## src/rtl/led_pattern_ctrl.sv

```systemverilog
// led_pattern_ctrl: command-driven LED sequencer (off / steady / blink / burst).
// Every timed phase lasts TICK_DIV cycles of CLK, counted by an internal prescaler.
// Optional build macro LED_PWM_EN adds the PWM_DUTY input, which dims the LED
// with an 8-bit free-running PWM counter.
//
// state       | meaning
// ------------+-------------------------------------------------
// S_IDLE      | LED off, ready for commands
// S_STEADY    | LED on continuously
// S_BLINK_ON  | continuous blink, on phase
// S_BLINK_OFF | continuous blink, off phase
// S_BURST_ON  | finite burst, on phase (commands blocked)
// S_BURST_OFF | finite burst, off phase (commands blocked)
module led_pattern_ctrl #(
  parameter int TICK_DIV = 25000000,
  parameter int CNT_W    = 4
) (
  input  logic             CLK,
  input  logic             RST_N,
  input  logic             CMD_VALID,
  output logic             CMD_READY,
  input  logic [1:0]       CMD_MODE,
  input  logic [CNT_W-1:0] CMD_COUNT,
`ifdef LED_PWM_EN
  input  logic [7:0]       PWM_DUTY,
`endif
  output logic             BUSY,
  output logic             DONE,
  output logic             LED
);

  localparam int             PS_W    = $clog2(TICK_DIV);
  localparam logic [PS_W-1:0] PS_LAST = PS_W'(TICK_DIV - 1);

  typedef enum logic [2:0] {
    S_IDLE, S_STEADY, S_BLINK_ON, S_BLINK_OFF, S_BURST_ON, S_BURST_OFF
  } state_t;

  state_t           state, state_nxt;
  logic [PS_W-1:0]  prescaler, prescaler_nxt;
  logic [CNT_W-1:0] remaining, remaining_nxt;
  logic             done_nxt;
  logic             led_phase;
  logic             accept, timed, tick;

  assign accept = CMD_VALID & CMD_READY;
  assign timed  = (state == S_BLINK_ON) || (state == S_BLINK_OFF) ||
                  (state == S_BURST_ON) || (state == S_BURST_OFF);
  assign tick   = timed && (prescaler == PS_LAST);

  // Next-state, prescaler and burst bookkeeping; an accept overrides any tick.
  always_comb begin
    state_nxt     = state;
    prescaler_nxt = '0;
    remaining_nxt = remaining;
    done_nxt      = 1'b0;
    if (accept) begin
      case (CMD_MODE)
        2'b00: state_nxt = S_IDLE;
        2'b01: state_nxt = S_STEADY;
        2'b10: state_nxt = S_BLINK_ON;
        default: begin
          if (CMD_COUNT != '0) begin
            state_nxt     = S_BURST_ON;
            remaining_nxt = CMD_COUNT;
          end else begin
            state_nxt = S_IDLE;
            done_nxt  = 1'b1;
          end
        end
      endcase
    end else begin
      if (timed) prescaler_nxt = tick ? '0 : prescaler + 1'b1;
      if (tick) begin
        case (state)
          S_BLINK_ON:  state_nxt = S_BLINK_OFF;
          S_BLINK_OFF: state_nxt = S_BLINK_ON;
          S_BURST_ON:  state_nxt = S_BURST_OFF;
          S_BURST_OFF: begin
            if (remaining == CNT_W'(1)) begin
              state_nxt = S_IDLE;
              done_nxt  = 1'b1;
            end else begin
              remaining_nxt = remaining - 1'b1;
              state_nxt     = S_BURST_ON;
            end
          end
          default: state_nxt = state;
        endcase
      end
    end
  end

  // State registers; outputs are decoded from the next state so they track state exactly.
  always_ff @(posedge CLK) begin
    if (!RST_N) begin
      state     <= S_IDLE;
      prescaler <= '0;
      remaining <= '0;
      led_phase <= 1'b0;
      BUSY      <= 1'b0;
      DONE      <= 1'b0;
      CMD_READY <= 1'b1;
    end else begin
      state     <= state_nxt;
      prescaler <= prescaler_nxt;
      remaining <= remaining_nxt;
      led_phase <= (state_nxt == S_STEADY) || (state_nxt == S_BLINK_ON) ||
                   (state_nxt == S_BURST_ON);
      BUSY      <= (state_nxt != S_IDLE);
      DONE      <= done_nxt;
      CMD_READY <= !((state_nxt == S_BURST_ON) || (state_nxt == S_BURST_OFF));
    end
  end

`ifdef LED_PWM_EN
  logic [7:0] pwm_cnt;

  // Free-running PWM counter; LED is on while the counter is below the duty value.
  always_ff @(posedge CLK) begin
    if (!RST_N) pwm_cnt <= '0;
    else        pwm_cnt <= pwm_cnt + 8'd1;
  end

  assign LED = led_phase & (pwm_cnt < PWM_DUTY);
`else
  assign LED = led_phase;
`endif

endmodule
```

## config.mk

```make
export PLATFORM = sky130hd
export DESIGN_NAME = led_pattern_ctrl
export DESIGN_NICKNAME = d
export VERILOG_FILES = /design/src/rtl/led_pattern_ctrl.sv
export SDC_FILE = /design/constraint.sdc
export NUM_CORES = 1
export LEC_CHECK = 0
export ABC_AREA = 1
export ABC_CLOCK_PERIOD_IN_PS = 3200
export BUFFER_PORTS_ARGS = -buffer_cell sky130_fd_sc_hd__buf_2
export CAP_MARGIN = 5
export CORE_MARGIN = 2
export CORE_UTILIZATION = 50
export CTS_CLUSTER_SIZE = 16
export DETAILED_ROUTE_END_ITERATION = 6
export PLACE_DENSITY = 0.71
export SYNTH_ARGS = -nofsm -noshare
export SYNTH_HDL_FRONTEND = slang
export SYNTH_SLANG_ARGS = --single-unit
```

## constraint.sdc

```tcl
create_clock -name CLK -period 3.2 [get_ports CLK]
set_input_delay 0.64 -clock CLK [delete_from_list [all_inputs] [get_ports CLK]]
set_output_delay 0.64 -clock CLK [all_outputs]
set_load 0.01 [all_outputs]
```

Word-level counts from Yosys, hierarchy flattened. Cells that the tools add are included. W data, S select, Z words.

Eq/ne operators: 15. Mux-type cells: 18. $add $sub $neg: 2. Reductions and logical operators: 16. Bitwise gates (word level): 3.

Operators by type and width (number): $add A25 B1 Y25 const B (1); $eq A25 B25 Y1 const B (1); $mux W4 (6); $eq A3 B3 Y1 const B (4); $mux W3 (4); $pmux W3 S4 (1); $eq A3 B2 Y1 const B (3); $pmux W3 S3 (1); $logic_or A1 B1 Y1 (6); $mux W1 (6); $reduce_and A5 Y1 (1); $eq A4 B1 Y1 const B (1); $ne A2 B2 Y1 const B (2); $reduce_bool A2 Y1 (2); $reduce_bool A4 Y1 (1); $reduce_or A4 Y1 (1); $sub A4 B1 Y4 const B (1); $eq A3 B1 Y1 const B (1); $reduce_bool A3 Y1 (1); $reduce_or A3 Y1 (1); $eq A2 B1 Y1 const B (1); $eq A2 B2 Y1 const B (1); $logic_not A2 Y1 (1); $ne A2 B1 Y1 const B (1); other kinds (4) (5).

Flip-flop bits (word level): 36. Bits of input ports: 9. Output and inout bits: 4.

Depth between registers and ports, before layout. Gate-level depths: netlist of run 1.

Depth in word-level cells: 10. Depth in mapped cells: 12.

Worst setup path before layout of run 1. No wires, ideal clock.

Path type: input to register. Start point: in CMD_VALID. End point: reg remaining[1]. Library setup time: 119 ps. Required time: 3081 ps. Arrival: 1595 ps. Setup slack: 1486 ps. Stages on the path: 8. Cells stage by stage: nand2_1 clkinv_1 nor2_1 nand4_1 nand2_1 nand2_2 o21ai_0 a21oi_1.

Word-level cells in the longest chain between the ends: 3. Elaborated cells on any way between the ends: 8.

Ends and longest elaborated chain: start: declaration (RTL line 20) `input logic CMD_VALID,`; $and A1 B1 Y1 (*) (RTL line 46) `assign accept = CMD_VALID & CMD_READY;`; $ne A2 B1 Y1 (no line), or another cell as far along; $reduce_and A5 Y1 (no line); end signal: assignment (RTL line 107) `remaining <= remaining_nxt;`; end: declaration (RTL line 41) `logic [CNT_W-1:0] remaining, remaining_nxt;`.

Every way passes the cells marked *; elsewhere a longest branch is shown, timed or not. A chain may end at the register's enable or synchronous reset.

Worst setup path after layout of run 1.
Start point: reg prescaler[0]. End point: reg prescaler[2].

Word-level cells in the longest chain between the ends: 3. Elaborated cells on any way between the ends: 4.

Ends and longest elaborated chain: start: declaration (RTL line 40) `logic [PS_W-1:0] prescaler, prescaler_nxt;`; start signal: assignment (RTL line 106) `prescaler <= prescaler_nxt;`; parallel branches: the longest is 3 deep, another holds $add A25 B1 Y25.

Several ways; the timed one is not identified.

==> run_summary.xml, run 1 <==
<?xml version="1.0" encoding="UTF-8"?>
<metrics>
  <group name="synthesis">
    <metric name="synth_sequential_area_ratio" unit="">0.3688</metric>
    <metric name="syn_area_per_cell" unit="um2">6.833</metric>
    <metric name="synth-edff-count" unit="">0</metric>
    <metric name="post_synth_instance_area" unit="um2">1954</metric>
    <metric name="syn-instance-count" unit="">286</metric>
    <metric name="synth_top_flop_cell" unit="">dfxtp_1</metric>
    <metric name="ys.warnings.count" unit="">0</metric>
    <metric name="syn-num-nets" unit="">298</metric>
    <metric name="ys_seq_elements" unit="">36</metric>
    <metric name="post_synth_num_cell_types" unit="">27</metric>
    <metric name="ys_async_sr_fraction" unit="">0</metric>
  </group>
  <group name="timing">
    <metric name="slew_at_the_pin_closest_to_its_max_slew_limit" unit="ns">0.2406</metric>
    <metric name="final-hold-violation-count" unit="">0</metric>
    <metric name="layout_setup_ws" unit="ns">1.454</metric>
    <metric name="clock_skew" unit="ns">0.01314</metric>
    <metric name="final_worst_hold_slack" unit="ns">0.4687</metric>
    <metric name="setup-tns-final" unit="ns">0</metric>
    <metric name="final.period_utilization" unit="">0.5457</metric>
    <metric name="final_setup_violations" unit="">0</metric>
    <metric name="slew-limit-headroom" unit="">0.8390</metric>
    <metric name="fmax" unit="MHz">572.7</metric>
    <metric name="unrepaired_setup_endpoints_after_global_routing" unit="">no</metric>
    <metric name="finalCriticalPeriod" unit="ns">1.746</metric>
    <metric name="timing_max_transition_violations_final" unit="">0</metric>
  </group>
  <group name="setup_path">
    <metric name="critical_path.startpoint_type" unit="">register</metric>
    <metric name="worstPathRequired" unit="ns">3.37</metric>
    <metric name="timing_worst_setup_path_type" unit="">reg -&gt; reg</metric>
    <metric name="arrival_time_of_data_at_the_critical_path_endpoint" unit="ns">1.92</metric>
    <metric name="reg2regPathDepth" unit="">10</metric>
    <metric name="worst_setup_path_end_kind" unit="">register</metric>
    <metric name="critPathMaxFanout" unit="">19</metric>
  </group>
  <group name="place">
    <metric name="place.gp.congestion" unit="">0.8480</metric>
    <metric name="io_buffers" unit="">12</metric>
    <metric name="dp_worst_setup_slack" unit="ns">1.191</metric>
    <metric name="post-dp-hpwl" unit="um">2959</metric>
    <metric name="placed_cell_area" unit="um2">2063</metric>
  </group>
  <group name="layout">
    <metric name="sequential_cell_area" unit="um2">720.7</metric>
    <metric name="multi_input_area" unit="um2">1062</metric>
    <metric name="n_antenna_cell" unit="">0</metric>
    <metric name="area.growth.synth_to_final" unit="%">13.70</metric>
    <metric name="mostFrequentLayoutCells" unit="">57 x nand2_1, 47 x nor2_1, 40 x inv_1</metric>
    <metric name="nets" unit="">316</metric>
    <metric name="stdcell_area" unit="um2">2222</metric>
    <metric name="most_frequent_standard_cell_in_the_layout_excluding_fill_and_tap_cells" unit="">nand2_1</metric>
    <metric name="num-fill-cells" unit="">362</metric>
    <metric name="fraction_of_final_layout_cells_sized_beyond_drive_strength_1" unit="">0.1377</metric>
  </group>
  <group name="detailed_routing">
    <metric name="route.antenna.remaining_nets" unit="">0</metric>
    <metric name="route.detailed.drc" unit="">0</metric>
    <metric name="detail_route.iter0.violations" unit="">76</metric>
    <metric name="firstDrtPassIters" unit="">4</metric>
    <metric name="drt-wirelength-per-cell" unit="um">10.97</metric>
    <metric name="vias_per_cell" unit="">5.014</metric>
    <metric name="totalWireLength" unit="um">3873</metric>
    <metric name="routed-via-count" unit="">1770</metric>
  </group>
  <group name="grt">
    <metric name="grt_max_degree" unit="">20</metric>
    <metric name="grt_pass1_wl" unit="um">6796</metric>
    <metric name="antenna_found_initial" unit="">0</metric>
    <metric name="grt_util_all_layers" unit="">0.2033</metric>
    <metric name="gr-total-overflow" unit="">0</metric>
    <metric name="number_of_global_route_vias_before_repair" unit="">1659</metric>
  </group>
  <group name="clock_tree">
    <metric name="numClockSinks" unit="">36</metric>
    <metric name="path_clk_slew" unit="ns">0.07</metric>
    <metric name="number_of_clock_buffers_inserted_by_tritoncts" unit="">5</metric>
    <metric name="hold_buffers" unit="">0</metric>
    <metric name="postcts_resize_cnt" unit="">0</metric>
    <metric name="clockRootBuffer" unit="">clkbuf_8</metric>
    <metric name="insertion_delay" unit="ns">0.29</metric>
    <metric name="max-clock-path-buffers" unit="">2</metric>
    <metric name="cts.repair_timing.setup_buffer_count" unit="">0</metric>
    <metric name="cts_tree" unit="">built</metric>
    <metric name="htreeDepth" unit="">2</metric>
  </group>
  <group name="job">
    <metric name="max_cap_violations" unit="">0</metric>
  </group>
  <group name="min_path">
    <metric name="min_path_type" unit="">reg -&gt; reg</metric>
    <metric name="holdPathStages" unit="">1</metric>
  </group>
  <group name="die">
    <metric name="top_level_ports" unit="">13</metric>
    <metric name="die_height" unit="um">66.52</metric>
    <metric name="core.rowCount" unit="">22</metric>
    <metric name="floorplan.die_area" unit="um2">4425</metric>
    <metric name="core-area" unit="um2">3716</metric>
    <metric name="die_width" unit="um">66.52</metric>
    <metric name="initial_utilization" unit="">0.5259</metric>
  </group>
  <group name="power_and_ir_drop">
    <metric name="finalPower" unit="mW">1.063</metric>
    <metric name="power.leakage" unit="nW">0.8554</metric>
    <metric name="power_per_cell_area" unit="nW/um2">478.3</metric>
    <metric name="peakVddDrop" unit="mV">0.4137</metric>
  </group>
  <group name="outcome">
    <metric name="outcome" unit="">finished clean</metric>
  </group>
</metrics>
## flip-flops by register name (all words and copies together), names as in the netlist
signal     count
prescaler     25
remaining      4
state          3
BUSY           1
CMD_READY      1
DONE           1
LED            1
## kinds of logic (layout without fill, tap and decap cells)
family / count (synthesis) / count (layout) / synth area share
simple gates: 160 / 160 / 0.3899
buf+inv: 43 / 62 / 0.08771
flops: 36 / 36 / 0.3688
compound gates: 35 / 35 / 0.09411
xor+xnor: 9 / 9 / 0.04033
fa+ha+maj: 3 / 3 / 0.01921
## Yosys cell counts, types with 4 or more instances
cell type | n | area (um2)
nand2_2 | 5 | 31.28
a21oi_1 | 19 | 95.09
xnor2_1 | 4 | 35.03
nand3_1 | 19 | 95.09
nor2_1 | 47 | 176.4
nand2_1 | 57 | 214.0
xor2_1 | 5 | 43.79
nor3_1 | 7 | 35.03
nor2_4 | 4 | 45.04
inv_1 | 40 | 150.1
dfxtp_1 | 36 | 720.7
nand4_1 | 7 | 43.79
o21ai_0 | 14 | 70.07
## stage by stage
step / cells / util
floorplan: 286 / -
global placement: 345 / 0.5552
detailed placement: 345 / 0.5552
CTS: 353 / 0.5980
global route: 353 / 0.5980
finish: 353 / 0.5980
## where the power goes
part           switching [mW]  leakage (nW)  total, mW  internal (mW)
Clock                   0.167        0.0784      0.557          0.390
Combinational          0.0308         0.486     0.0487         0.0179
Sequential            0.00309         0.291      0.457          0.454
## layout make-up
| cell class | instances | area share |
|---|---|---|
| Inverter | 42 | 0.07207 |
| Clock inverter | 3 | 0.04054 |
| Multi-Input combinational cell | 207 | 0.4780 |
| Timing Repair Buffer | 12 | 0.02703 |
| Tap cell | 48 | 0.02703 |
| Clock buffer | 5 | 0.03097 |
| Sequential cell | 36 | 0.3243 |
## final timing paths
path | startpoint | end | slack [ns]
hold reg to reg | prescaler[0] | prescaler[0] | 0.47
setup / recovery | prescaler[0] | prescaler[2] | 1.45
hold / removal | prescaler[0] | prescaler[0] | 0.47
setup reg to reg | prescaler[0] | prescaler[2] | 1.45
## metal layers
metal | global-route usage | vias to the layer above | part of all wire
met5 | 0 | - | 0
met4 | 0.08673 | 0 | 0.012
met3 | 0.04561 | 5 | 0.036
met2 | 0.3475 | 25 | 0.47
met1 | 0.2435 | 799 | 0.48
li1 | - | 941 | -
## worst max-delay path, cell delays in order (launching register included)
cell     delay (ns)
dfxtp_1        0.37
ha_1           0.20
nand2_1        0.08
nor2_1         0.21
nand2_1        0.09
nor2_1         0.15
nand2_1        0.10
nand2_2        0.11
nor2_4         0.07
inv_4          0.17
nor3b_1        0.07
No activity file was read; power rests on OpenSTA's default activity.
==> inputs of run 2 (changes only) <==
ABC_CLOCK_PERIOD_IN_PS = 1810   (was 3200)
clock period = 1.81 ns   (was 3.2 ns; I/O delays follow)
==> run_summary.xml, run 2 (synthesis results as in run 1) <==
<?xml version="1.0" encoding="UTF-8"?>
<metrics>
  <group name="setup_path">
    <metric name="worst_setup_path_end_kind" unit="">register</metric>
    <metric name="rrSetupSlack" unit="ns">0.19</metric>
    <metric name="timing_worst_setup_path_type" unit="">reg -&gt; reg</metric>
    <metric name="arrival_time_of_data_at_the_critical_path_endpoint" unit="ns">1.78</metric>
    <metric name="worstPathRequired" unit="ns">1.97</metric>
    <metric name="critPathMaxFanout" unit="">8</metric>
    <metric name="reg2regPathDepth" unit="">10</metric>
    <metric name="critical_path.startpoint_type" unit="">register</metric>
  </group>
  <group name="outcome">
    <metric name="outcome" unit="">finished clean</metric>
  </group>
  <group name="die">
    <metric name="initial_utilization" unit="">0.5259</metric>
    <metric name="top_level_ports" unit="">13</metric>
    <metric name="die_height" unit="um">66.52</metric>
    <metric name="core-area" unit="um2">3716</metric>
    <metric name="die_width" unit="um">66.52</metric>
    <metric name="core.rowCount" unit="">22</metric>
    <metric name="floorplan.die_area" unit="um2">4425</metric>
  </group>
  <group name="layout">
    <metric name="multi_input_area" unit="um2">1072</metric>
    <metric name="n_antenna_cell" unit="">0</metric>
    <metric name="mostFrequentLayoutCells" unit="">57 x nand2_1, 44 x nor2_1, 40 x inv_1</metric>
    <metric name="area.growth.synth_to_final" unit="%">12.04</metric>
    <metric name="num-fill-cells" unit="">381</metric>
    <metric name="fraction_of_final_layout_cells_sized_beyond_drive_strength_1" unit="">0.1618</metric>
    <metric name="register_ranked_first_by_flip_flop_count" unit="">prescaler</metric>
    <metric name="reg.largest.list" unit="">prescaler x25, remaining x4, state x3</metric>
    <metric name="most_frequent_standard_cell_in_the_layout_excluding_fill_and_tap_cells" unit="">nand2_1</metric>
    <metric name="nets" unit="">321</metric>
    <metric name="number_of_flip_flops_under_the_largest_register_name" unit="">25</metric>
    <metric name="sequential_cell_area" unit="um2">721.9</metric>
    <metric name="stdcell_area" unit="um2">2190</metric>
  </group>
  <group name="clock_tree">
    <metric name="numClockSinks" unit="">36</metric>
    <metric name="number_of_clock_buffers_inserted_by_tritoncts" unit="">5</metric>
    <metric name="path_clk_slew" unit="ns">0.06</metric>
    <metric name="hold_buffers" unit="">0</metric>
    <metric name="max-clock-path-buffers" unit="">2</metric>
    <metric name="clockRootBuffer" unit="">clkbuf_8</metric>
    <metric name="insertion_delay" unit="ns">0.28</metric>
    <metric name="htreeDepth" unit="">2</metric>
    <metric name="cts_tree" unit="">built</metric>
  </group>
  <group name="min_path">
    <metric name="holdPathStages" unit="">3</metric>
    <metric name="min_path_type" unit="">in -&gt; reg</metric>
  </group>
  <group name="timing">
    <metric name="layout_setup_ws" unit="ns">0.1886</metric>
    <metric name="final.period_utilization" unit="">0.8958</metric>
    <metric name="final_setup_violations" unit="">0</metric>
    <metric name="slew_at_the_pin_closest_to_its_max_slew_limit" unit="ns">0.2959</metric>
    <metric name="timing_max_transition_violations_final" unit="">0</metric>
    <metric name="slew-limit-headroom" unit="">0.8020</metric>
    <metric name="finalCriticalPeriod" unit="ns">1.621</metric>
    <metric name="fmax" unit="MHz">616.7</metric>
    <metric name="clock_skew" unit="ns">0.007167</metric>
    <metric name="unrepaired_setup_endpoints_after_global_routing" unit="">no</metric>
    <metric name="final-hold-violation-count" unit="">0</metric>
    <metric name="setup-tns-final" unit="ns">0</metric>
  </group>
  <group name="power_and_ir_drop">
    <metric name="netSwitchingPower" unit="uW">317.9</metric>
    <metric name="pwr-share-clk" unit="">0.365</metric>
    <metric name="power_per_cell_area" unit="nW/um2">647.9</metric>
    <metric name="internal_power" unit="mW">1.101</metric>
    <metric name="peakVddDrop" unit="mV">0.3622</metric>
    <metric name="pwr-share-seq" unit="">0.570</metric>
    <metric name="comb_power_frac" unit="">0.064</metric>
    <metric name="power.leakage" unit="nW">0.8411</metric>
    <metric name="power.switching_fraction" unit="">0.2241</metric>
    <metric name="finalPower" unit="mW">1.419</metric>
  </group>
  <group name="place">
    <metric name="place.gp.congestion" unit="">0.8308</metric>
    <metric name="placed_cell_area" unit="um2">2093</metric>
    <metric name="post-dp-hpwl" unit="um">2952</metric>
    <metric name="dp_worst_setup_slack" unit="ns">0.1514</metric>
    <metric name="io_buffers" unit="">12</metric>
  </group>
  <group name="detailed_routing">
    <metric name="routed-via-count" unit="">1716</metric>
    <metric name="drt-wirelength-per-cell" unit="um">10.32</metric>
    <metric name="totalWireLength" unit="um">3685</metric>
    <metric name="route.antenna.remaining_nets" unit="">0</metric>
    <metric name="vias_per_cell" unit="">4.807</metric>
    <metric name="detail_route.iter0.violations" unit="">106</metric>
    <metric name="route.detailed.drc" unit="">0</metric>
    <metric name="firstDrtPassIters" unit="">4</metric>
  </group>
  <group name="grt">
    <metric name="grt_max_degree" unit="">20</metric>
    <metric name="grt_pass1_wl" unit="um">6699</metric>
    <metric name="number_of_global_route_vias_before_repair" unit="">1617</metric>
    <metric name="grt_util_all_layers" unit="">0.1960</metric>
    <metric name="gr-total-overflow" unit="">0</metric>
    <metric name="antenna_found_initial" unit="">0</metric>
  </group>
  <group name="job">
    <metric name="max_cap_violations" unit="">0</metric>
  </group>
</metrics>
-- run 2: cell types whose count changed in the layout (fill, tap and decap cells not counted), sizes merged --
cell and delta:
buf +5, clkinv +1, clkbuf +1, bufinv -3
-- run 2: path summary, 6_finish.rpt --
check	start	endpoint
worst min register to register	prescaler[0]	prescaler[0]
worst max-delay path	prescaler[1]	remaining[3]
worst max register to register	prescaler[1]	remaining[3]
worst min-delay path	RST_N	remaining[0]
-- run 2: area by class of cell --
| type | count | share of cell area |
|---|---|---|
| multi-input combinational | 207 | 0.4897 |
| sequential | 36 | 0.3297 |
| inverter | 42 | 0.07314 |
| timing repair buffer | 17 | 0.04457 |
| clock buffer | 6 | 0.03314 |
| tap | 48 | 0.02743 |
| clock inverter | 1 | 0.002286 |
-- run 2: worst max-delay path: stages (launching register included) --
cell,delay [ns]
dfxtp_1,0.35
ha_2,0.20
nand2_1,0.07
nor2_2,0.14
nand2_1,0.08
nor2_2,0.13
nand2_1,0.09
nand2_2,0.10
nand2_2,0.11
o21ai_0,0.18
a21oi_1,0.06
-- run 2: what timing repair did --
action	CTS	global route
buffers inserted	0	1
setup endpoints to repair	0	26
resized for setup	0	7
-- run 2: power groups by stage --
stage | registers [mW] | logic (mW) | clock network [mW]
3_3_place_gp | 0.827 | 0.0902 | 0
2_1_floorplan | 0.829 | 0.0578 | 0
5_1_grt | 0.810 | 0.106 | 0.574
6_report | 0.809 | 0.0915 | 0.518
4_1_cts | 0.809 | 0.0917 | 0.535
3_5_place_dp | 0.827 | 0.0912 | 0
-- run 2: through the flow --
stage	instances	utilization	hold slack [ns]
final	357	0.5892	0.3821
after global routing	357	0.5892	0.3778
after CTS	356	0.5842	0.3716
after detailed placement	349	0.5633	0.4532
after global placement	349	0.5633	0.4443
after floorplan	286	-	0.4287
-- run 2: metal layers --
| metal | global-route usage | up-vias | wire length [um] | part of all wire |
|---|---|---|---|---|
| met1 | 0.2607 | 743 | 1936 | 0.53 |
| met3 | 0.05068 | 5 | 115 | 0.031 |
| met5 | 0 | - | 0 | 0 |
| li1 | - | 950 | - | - |
| met4 | 0.05357 | 0 | 41 | 0.011 |
| met2 | 0.3138 | 18 | 1591 | 0.43 |
